**src/rtl/tpu_pkg.sv**
```systemverilog
// rtl/tpu_pkg.sv - shared types and constants for the systolic matmul sequencer
package tpu_pkg;

    localparam int P_DEFAULT     = 4;
    localparam int DRAIN_DEFAULT = 2 * P_DEFAULT;

    // Opcodes understood by the CFU command FSM
    typedef enum logic [1:0] {
        CMD_RESET     = 2'd0,
        CMD_WRITE_MEM = 2'd1,
        CMD_COMPUTE   = 2'd2,
        CMD_READ_MEM  = 2'd3
    } cfu_op_t;

    typedef enum logic [2:0] {
        S_IDLE   = 3'd0,
        S_CLEAR  = 3'd1,
        S_FEED   = 3'd2,
        S_DRAIN  = 3'd3,
        S_WRITE  = 3'd4,
        S_FINISH = 3'd5
    } tpu_state_t;

    // Number of P-wide tiles needed to cover a dimension
    function automatic logic [7:0] ceil_div(input logic [7:0] v, input int p);
        int t;
        t = (int'(v) + p - 1) / p;
        return t[7:0];
    endfunction

endpackage

```
**src/rtl/tpu_addr_gen.sv**
```systemverilog
// rtl/tpu_addr_gen.sv - base/offset index counters for the A, B and C buffers
module tpu_addr_gen #(
    parameter int ADDR_BITS = 16
) (
    input  logic                 clk,
    input  logic                 reset,
    input  logic                 load,
    input  logic                 tile_start,
    input  logic                 step,
    input  logic                 advance,
    input  logic                 col_wrap,
    input  logic                 c_step,
    input  logic [7:0]           stride,
    output logic [ADDR_BITS-1:0] a_index,
    output logic [ADDR_BITS-1:0] b_index,
    output logic [ADDR_BITS-1:0] c_index
);

    logic [ADDR_BITS-1:0] a_base;
    logic [ADDR_BITS-1:0] b_base;
    logic [ADDR_BITS-1:0] stride_ext;

    assign stride_ext = ADDR_BITS'(stride);

    // Tile bases: B advances by K per column tile, A by K per row tile when columns wrap
    always_ff @(posedge clk or posedge reset) begin
        if (reset) begin
            a_base <= '0;
            b_base <= '0;
        end else if (load) begin
            a_base <= '0;
            b_base <= '0;
        end else if (advance) begin
            if (col_wrap) begin
                b_base <= '0;
                a_base <= a_base + stride_ext;
            end else begin
                b_base <= b_base + stride_ext;
            end
        end
    end

    // Operand indices restart at the tile base and walk k; they hold once stepping stops
    always_ff @(posedge clk or posedge reset) begin
        if (reset) begin
            a_index <= '0;
            b_index <= '0;
        end else if (load) begin
            a_index <= '0;
            b_index <= '0;
        end else if (tile_start) begin
            a_index <= a_base;
            b_index <= b_base;
        end else if (step) begin
            a_index <= a_index + 1'b1;
            b_index <= b_index + 1'b1;
        end
    end

    // C index is contiguous across tiles because tiles are visited in C layout order
    always_ff @(posedge clk or posedge reset) begin
        if (reset) begin
            c_index <= '0;
        end else if (load) begin
            c_index <= '0;
        end else if (c_step) begin
            c_index <= c_index + 1'b1;
        end
    end

endmodule

```
**src/rtl/tpu_ctrl.sv**
```systemverilog
// rtl/tpu_ctrl.sv - systolic matmul tile sequencer (optional busy-cycle counter: TPU_CTRL_PERF_EN)
module tpu_ctrl
    import tpu_pkg::*;
#(
    parameter int P         = P_DEFAULT,
    parameter int ADDR_BITS = 16,
    parameter int DRAIN     = 2 * P
) (
    input  logic                 clk,
    input  logic                 reset,
    input  logic                 in_valid,
    input  logic [7:0]           M,
    input  logic [7:0]           K,
    input  logic [7:0]           N,
    output logic                 busy,
    output logic                 done,
    output logic [ADDR_BITS-1:0] A_index,
    output logic [ADDR_BITS-1:0] B_index,
    output logic                 pe_clear,
    output logic                 pe_in_valid,
    output logic [$clog2(P)-1:0] row_sel,
    output logic                 C_wr_en,
    output logic [ADDR_BITS-1:0] C_index,
    output logic [31:0]          perf_cycles
);

    localparam int RS_W = $clog2(P);

    tpu_state_t state;
    tpu_state_t state_next;

    logic [7:0]  k_r;
    logic [7:0]  mt_last;
    logic [7:0]  nt_last;
    logic [7:0]  mt;
    logic [7:0]  nt;
    logic [15:0] cnt;

    logic accept;
    logic zero_dim;
    logic last_feed;
    logic last_drain;
    logic last_row;
    logic last_nt;
    logic last_mt;

    logic ag_load;
    logic ag_tile;
    logic ag_step;
    logic ag_adv;
    logic ag_cstep;

    assign accept     = (state == S_IDLE) && in_valid;
    assign zero_dim   = (M == 8'd0) || (K == 8'd0) || (N == 8'd0);
    assign last_feed  = (cnt == 16'(k_r) - 16'd1);
    assign last_drain = (cnt == 16'(DRAIN - 1));
    assign last_row   = (row_sel == RS_W'(P - 1));
    assign last_nt    = (nt == nt_last);
    assign last_mt    = (mt == mt_last);

    assign busy     = (state != S_IDLE);
    assign done     = (state == S_FINISH);
    assign pe_clear = (state == S_CLEAR);

    // State register
    always_ff @(posedge clk or posedge reset) begin
        if (reset) begin
            state <= S_IDLE;
        end else begin
            state <= state_next;
        end
    end

    // Next-state and address-generator controls
    always_comb begin
        state_next = state;
        ag_load    = 1'b0;
        ag_tile    = 1'b0;
        ag_step    = 1'b0;
        ag_adv     = 1'b0;
        ag_cstep   = 1'b0;
        case (state)
            S_IDLE: begin
                if (in_valid) begin
                    ag_load    = 1'b1;
                    state_next = zero_dim ? S_FINISH : S_CLEAR;
                end
            end
            S_CLEAR: begin
                ag_tile    = 1'b1;
                state_next = S_FEED;
            end
            S_FEED: begin
                if (last_feed) begin
                    state_next = S_DRAIN;
                end else begin
                    ag_step = 1'b1;
                end
            end
            S_DRAIN: begin
                if (last_drain) begin
                    state_next = S_WRITE;
                end
            end
            S_WRITE: begin
                ag_cstep = 1'b1;
                if (last_row) begin
                    ag_adv     = 1'b1;
                    state_next = (last_nt && last_mt) ? S_FINISH : S_CLEAR;
                end
            end
            S_FINISH: begin
                state_next = S_IDLE;
            end
            default: begin
                state_next = S_IDLE;
            end
        endcase
    end

    // Phase length counter, restarted on every state change
    always_ff @(posedge clk or posedge reset) begin
        if (reset) begin
            cnt <= '0;
        end else if ((state_next != state) || (state == S_IDLE)) begin
            cnt <= '0;
        end else begin
            cnt <= cnt + 16'd1;
        end
    end

    // Command dims latched on acceptance; only K and the tile counts are needed afterwards
    always_ff @(posedge clk or posedge reset) begin
        if (reset) begin
            k_r     <= '0;
            mt_last <= '0;
            nt_last <= '0;
        end else if (accept) begin
            k_r     <= K;
            mt_last <= ceil_div(M, P) - 8'd1;
            nt_last <= ceil_div(N, P) - 8'd1;
        end
    end

    // Tile position: nt inner, mt outer
    always_ff @(posedge clk or posedge reset) begin
        if (reset) begin
            mt <= '0;
            nt <= '0;
        end else if (accept) begin
            mt <= '0;
            nt <= '0;
        end else if (ag_adv) begin
            if (last_nt) begin
                nt <= '0;
                mt <= mt + 8'd1;
            end else begin
                nt <= nt + 8'd1;
            end
        end
    end

    // Registered PE/C strobes; pe_in_valid lags FEED by the buffer read latency
    always_ff @(posedge clk or posedge reset) begin
        if (reset) begin
            pe_in_valid <= 1'b0;
            C_wr_en     <= 1'b0;
            row_sel     <= '0;
        end else begin
            pe_in_valid <= (state == S_FEED);
            C_wr_en     <= (state_next == S_WRITE);
            if ((state_next == S_WRITE) && (state == S_WRITE)) begin
                row_sel <= row_sel + 1'b1;
            end else begin
                row_sel <= '0;
            end
        end
    end

    tpu_addr_gen #(
        .ADDR_BITS(ADDR_BITS)
    ) u_addr_gen (
        .clk       (clk),
        .reset     (reset),
        .load      (ag_load),
        .tile_start(ag_tile),
        .step      (ag_step),
        .advance   (ag_adv),
        .col_wrap  (last_nt),
        .c_step    (ag_cstep),
        .stride    (k_r),
        .a_index   (A_index),
        .b_index   (B_index),
        .c_index   (C_index)
    );

`ifdef TPU_CTRL_PERF_EN
    logic [31:0] perf_q;

    // Busy-cycle counter: cleared on acceptance, saturating, holds while idle
    always_ff @(posedge clk or posedge reset) begin
        if (reset) begin
            perf_q <= '0;
        end else if (accept) begin
            perf_q <= '0;
        end else if (busy && (perf_q != 32'hFFFF_FFFF)) begin
            perf_q <= perf_q + 32'd1;
        end
    end

    assign perf_cycles = perf_q;
`else
    assign perf_cycles = 32'd0;
`endif

endmodule
```
**config.mk**
```make
export PLATFORM = sky130hd
export DESIGN_NAME = tpu_ctrl
export DESIGN_NICKNAME = d
export VERILOG_FILES = /design/src/rtl/tpu_pkg.sv /design/src/rtl/tpu_addr_gen.sv /design/src/rtl/tpu_ctrl.sv
export SDC_FILE = /design/constraint.sdc
export NUM_CORES = 1
export LEC_CHECK = 0
export CORE_MARGIN = 3
export CORE_UTILIZATION = 35
export DETAILED_ROUTE_END_ITERATION = 8
export HOLD_SLACK_MARGIN = 0.03
export PLACE_DENSITY_LB_ADDON = 0.15
export SLEW_MARGIN = 20
export SYNTH_ARGS = -nofsm -noshare
export SYNTH_HDL_FRONTEND = slang
export SYNTH_SLANG_ARGS = --single-unit
```
**constraint.sdc**
```tcl
create_clock -name clk -period 6.55 [get_ports clk]
set_clock_uncertainty 0.15 [all_clocks]
set_input_delay 1.6375 -clock clk [delete_from_list [all_inputs] [get_ports clk]]
set_output_delay 1.6375 -clock clk [all_outputs]
set_load 0.02 [all_outputs]
```
==> flow_metrics.py <==
metrics = {
    "yosys": {
        "synthTopCellsByCount": "nand2_1, dfrtp_1, nor2_1, o21ai_0, xnor2_1",
        "netlist_instances": 939,
        "synth_most_common_cell": "nand2_1",
        "synth_compound_area_share_pct": 14.6,
        "synth-seq-cells": 143,
        "synthArstFlopShare_pct": 100,
        "syn_area_um2": 8450,
        "yosysSeqAreaShare_pct": 42.4,
        "synthAdderAreaFrac_pct": 4.32,
        "synth_xor_area_share_pct": 8.81,
        "postSynthAreaPerCell_um2": 9.00,
        "synthSimpleGateAreaFrac_pct": 23.7,
        "yosysWarnings": 0,
        "synth_top_area_share_pct": 42.4,
        "synth_top_family_by_area": "simple AND/OR/NAND/NOR gates",
        "synth-edff-count": 0,
        "ys.flop_type": "dfrtp_1",
        "synth_area_leaders": "dfrtp_1, nand2_1, xnor2_1",
        "yosysTopAreaCell": "dfrtp_1",
        "ys_types": 55,
        "synth.area.mux_share_pct": 0.874,
    },
    "global_routing": {
        "antenna_found_initial": 0,
        "grt_overflow_total": 0,
        "grt_use_total_pct": 16.4,
        "grt_start_max_net_pins": 54,
        "grt_pass1_vias": 6543,
        "grt_first_pass_wirelength_um": 34900,
    },
    "sta": {
        "slew_headroom_pct": 40.0,
        "setup_viol": 0,
        "period_share_pct": 67.2,
        "tightestPinTransition_ns": 0.897,
        "postLayoutSetupSlackWorst_ns": 2.15,
        "whs_ns": 0.349,
        "max_freq_mhz": 227,
        "period_needed_ns": 4.40,
        "rsz0062_at_grt": "false",
        "slew_violations": 0,
        "finalHoldViolCount": 0,
        "tns_ns": 0,
    },
    "power_and_ir_drop": {
        "p_per_area_nw_per_um2": 388,
        "ir_drop_v": 0.000163,
        "cellLeakagePower_nw": 4.26,
    },
    "final_layout": {
        "antennaDiodeCount": 0,
        "final_nets": 1066,
        "areaGrowthSynthToFinish_pct": 18.7,
        "fin_area_um2": 10000,
        "drive_above_1_share_pct": 6.06,
        "n_fill_cell": 2405,
        "final_cells": 1342,
    },
    "routing": {
        "antenna_left": 0,
        "drtIter0Drc": 457,
        "drc": 0,
        "routed_via_density": 5.12,
        "vias": 6871,
        "wl_per_cell_um": 15.7,
        "first_pass_iters": 4,
        "wirelength_um": 21000,
    },
    "cts": {
        "clock_latency_ns": 0.42,
        "hold_buffers": 0,
        "cts.path.max_buffers": 2,
        "ctsRootBufferMaster": "clkbuf_16",
        "htreeDepth": 4,
        "cts.sinks": 143,
        "path_clk_slew_ns": 0.06,
        "ctsResizeCount": 0,
        "cts_buffers": 17,
        "cts_tree": "built",
        "post_cts_buffers": 0,
    },
    "worst_setup_path": {
        "worst-setup-path-type": "flip-flop to output port",
        "crit_path_cell_trace": "nor2_1 -> nand2_1 -> buf_4 -> clkinv_1 -> buf_4 -> clkdlybuf4s50_1",
        "r2r_slack_ns": 3.10,
        "critical_path.most_common_cell": "buf_4",
        "worstPathMaxFanout": 51,
        "slowest_stage": "clkdlybuf4s50_1",
        "worst_setup_path_start_kind": "flip-flop",
        "cp.arrival_ns": 2.61,
        "worstSetupEndpointType": "output port",
        "cp.required_ns": 4.76,
        "r2r_end": "u_addr_gen.a_index[8]",
        "critPathTopFamily": "buffers and inverters",
        "regToRegStartpoint": "k_r[1]",
        "path_buf_inv": 4,
        "cpPeakStageDelay_ns": 0.71,
        "rr_worst_depth": 10,
    },
    "placement": {
        "placedInstanceArea_um2": 9460,
        "gp_congestion": 0.784,
        "dp.cells": 1311,
        "port_buffers": 81,
        "dp_hpwl_um": 14700,
        "pre_cts_slack_ns": 2.24,
    },
    "floorplanning": {
        "row_count": 56,
        "coreArea_um2": 23600,
        "die_height_um": 161,
        "num_io_pins": 114,
        "initial_core_util_pct": 35.8,
        "die_width_um": 161,
        "die_area_um2": 26000,
    },
    "hold_path": {
        "hp-start": "mt_last[3]",
        "hold_depth": 2,
        "worstHoldPathType": "flip-flop to flip-flop",
        "whs_endpoint": "mt_last[3]",
    },
    "job": {
        "cap_violations": 0,
    },
    "run_status": {
        "run_status": "finished clean",
    },
}
## area by class of cell
| type | instances | area [um^2] | share of cell area (%) |
|---|---|---|---|
| Multi-Input combinational cell | 746 | 4550 | 45.3 |
| Sequential cell | 143 | 3580 | 35.7 |
| Timing Repair Buffer | 91 | 886 | 8.83 |
| Clock buffer | 17 | 425 | 4.24 |
| Tap cell | 319 | 399 | 3.98 |
| Clock inverter | 14 | 144 | 1.43 |
| Inverter | 12 | 50.0 | 0.499 |
## placed cells by master (no fill, tap or decap), types with 26 or more instances in the layout
| master | n |
|---|---|
| a32o_1 | 27 |
| conb_1 | 32 |
| nand3_1 | 49 |
| ha_1 | 26 |
| xor2_1 | 34 |
| nor2_1 | 74 |
| dfrtp_1 | 143 |
| nor3_1 | 26 |
| xnor2_1 | 51 |
| nand2_1 | 159 |
| clkdlybuf4s50_1 | 81 |
| o21ai_0 | 54 |
## worst min-delay path: cells and delay by family, from the launching register on
| family | cells | cell delay, ns |
|---|---|---|
| DFF | 1 | 0.35 |
| and+or+nand+nor | 1 | 0.05 |
| AOI/OAI and AO/OA | 1 | 0.06 |
## stage by stage
stage	util (%)	power [mW]
global placement	40.1	2.95
finish	42.5	3.89
CTS	42.5	3.92
global route	42.5	4.18
floorplan	-	2.40
detailed placement	40.1	2.96
## routing by layer
layer | vias to the layer above | GRT usage [%] | routed length (um)
li1 | 3435 | - | -
met1 | 3272 | 24.6 | 10700
met2 | 149 | 24.9 | 9370
met3 | 15 | 2.85 | 791
met4 | 0 | 3.83 | 185
met5 | - | 0 | 0
## sequential cells by signal, indices dropped and copies added, names as in the netlist, 2 cells and up
name                cells
k_r                     8
u_addr_gen.c_index     16
nt                      8
u_addr_gen.b_index     16
state                   3
u_addr_gen.a_base      16
cnt                    16
mt_last                 8
nt_last                 8
u_addr_gen.b_base      16
row_sel                 2
u_addr_gen.a_index     16
mt                      8
## how the worst max path moves through the flow
stage,from,to,slack [ns],cells after the start
6_report,state[2],pe_clear,2.15,6
5_1_grt,state[2],pe_clear,1.95,6
4_1_cts,state[2],pe_clear,2.14,6
3_5_place_dp,in_valid,u_addr_gen.b_base[11],2.24,7
3_3_place_gp,in_valid,u_addr_gen.b_base[11],2.32,7
2_1_floorplan,reset,C_wr_en,0.92,1
## where the power goes
group          internal (mW)  switching, mW
Combinational          0.653          0.893
Clock                  0.557          0.395
Sequential              1.09          0.301
Total                   2.30           1.59
## logic make-up after synthesis
logic type	Yosys count
adder cells (fa/ha/maj)	28
AO/OA/AOI/OAI	174
AND/OR/NAND/NOR	420
multiplexers	7
other	1
flip-flops	143
XOR/XNOR	85
buffers and inverters	81
Power figures use the tool's default switching activity.
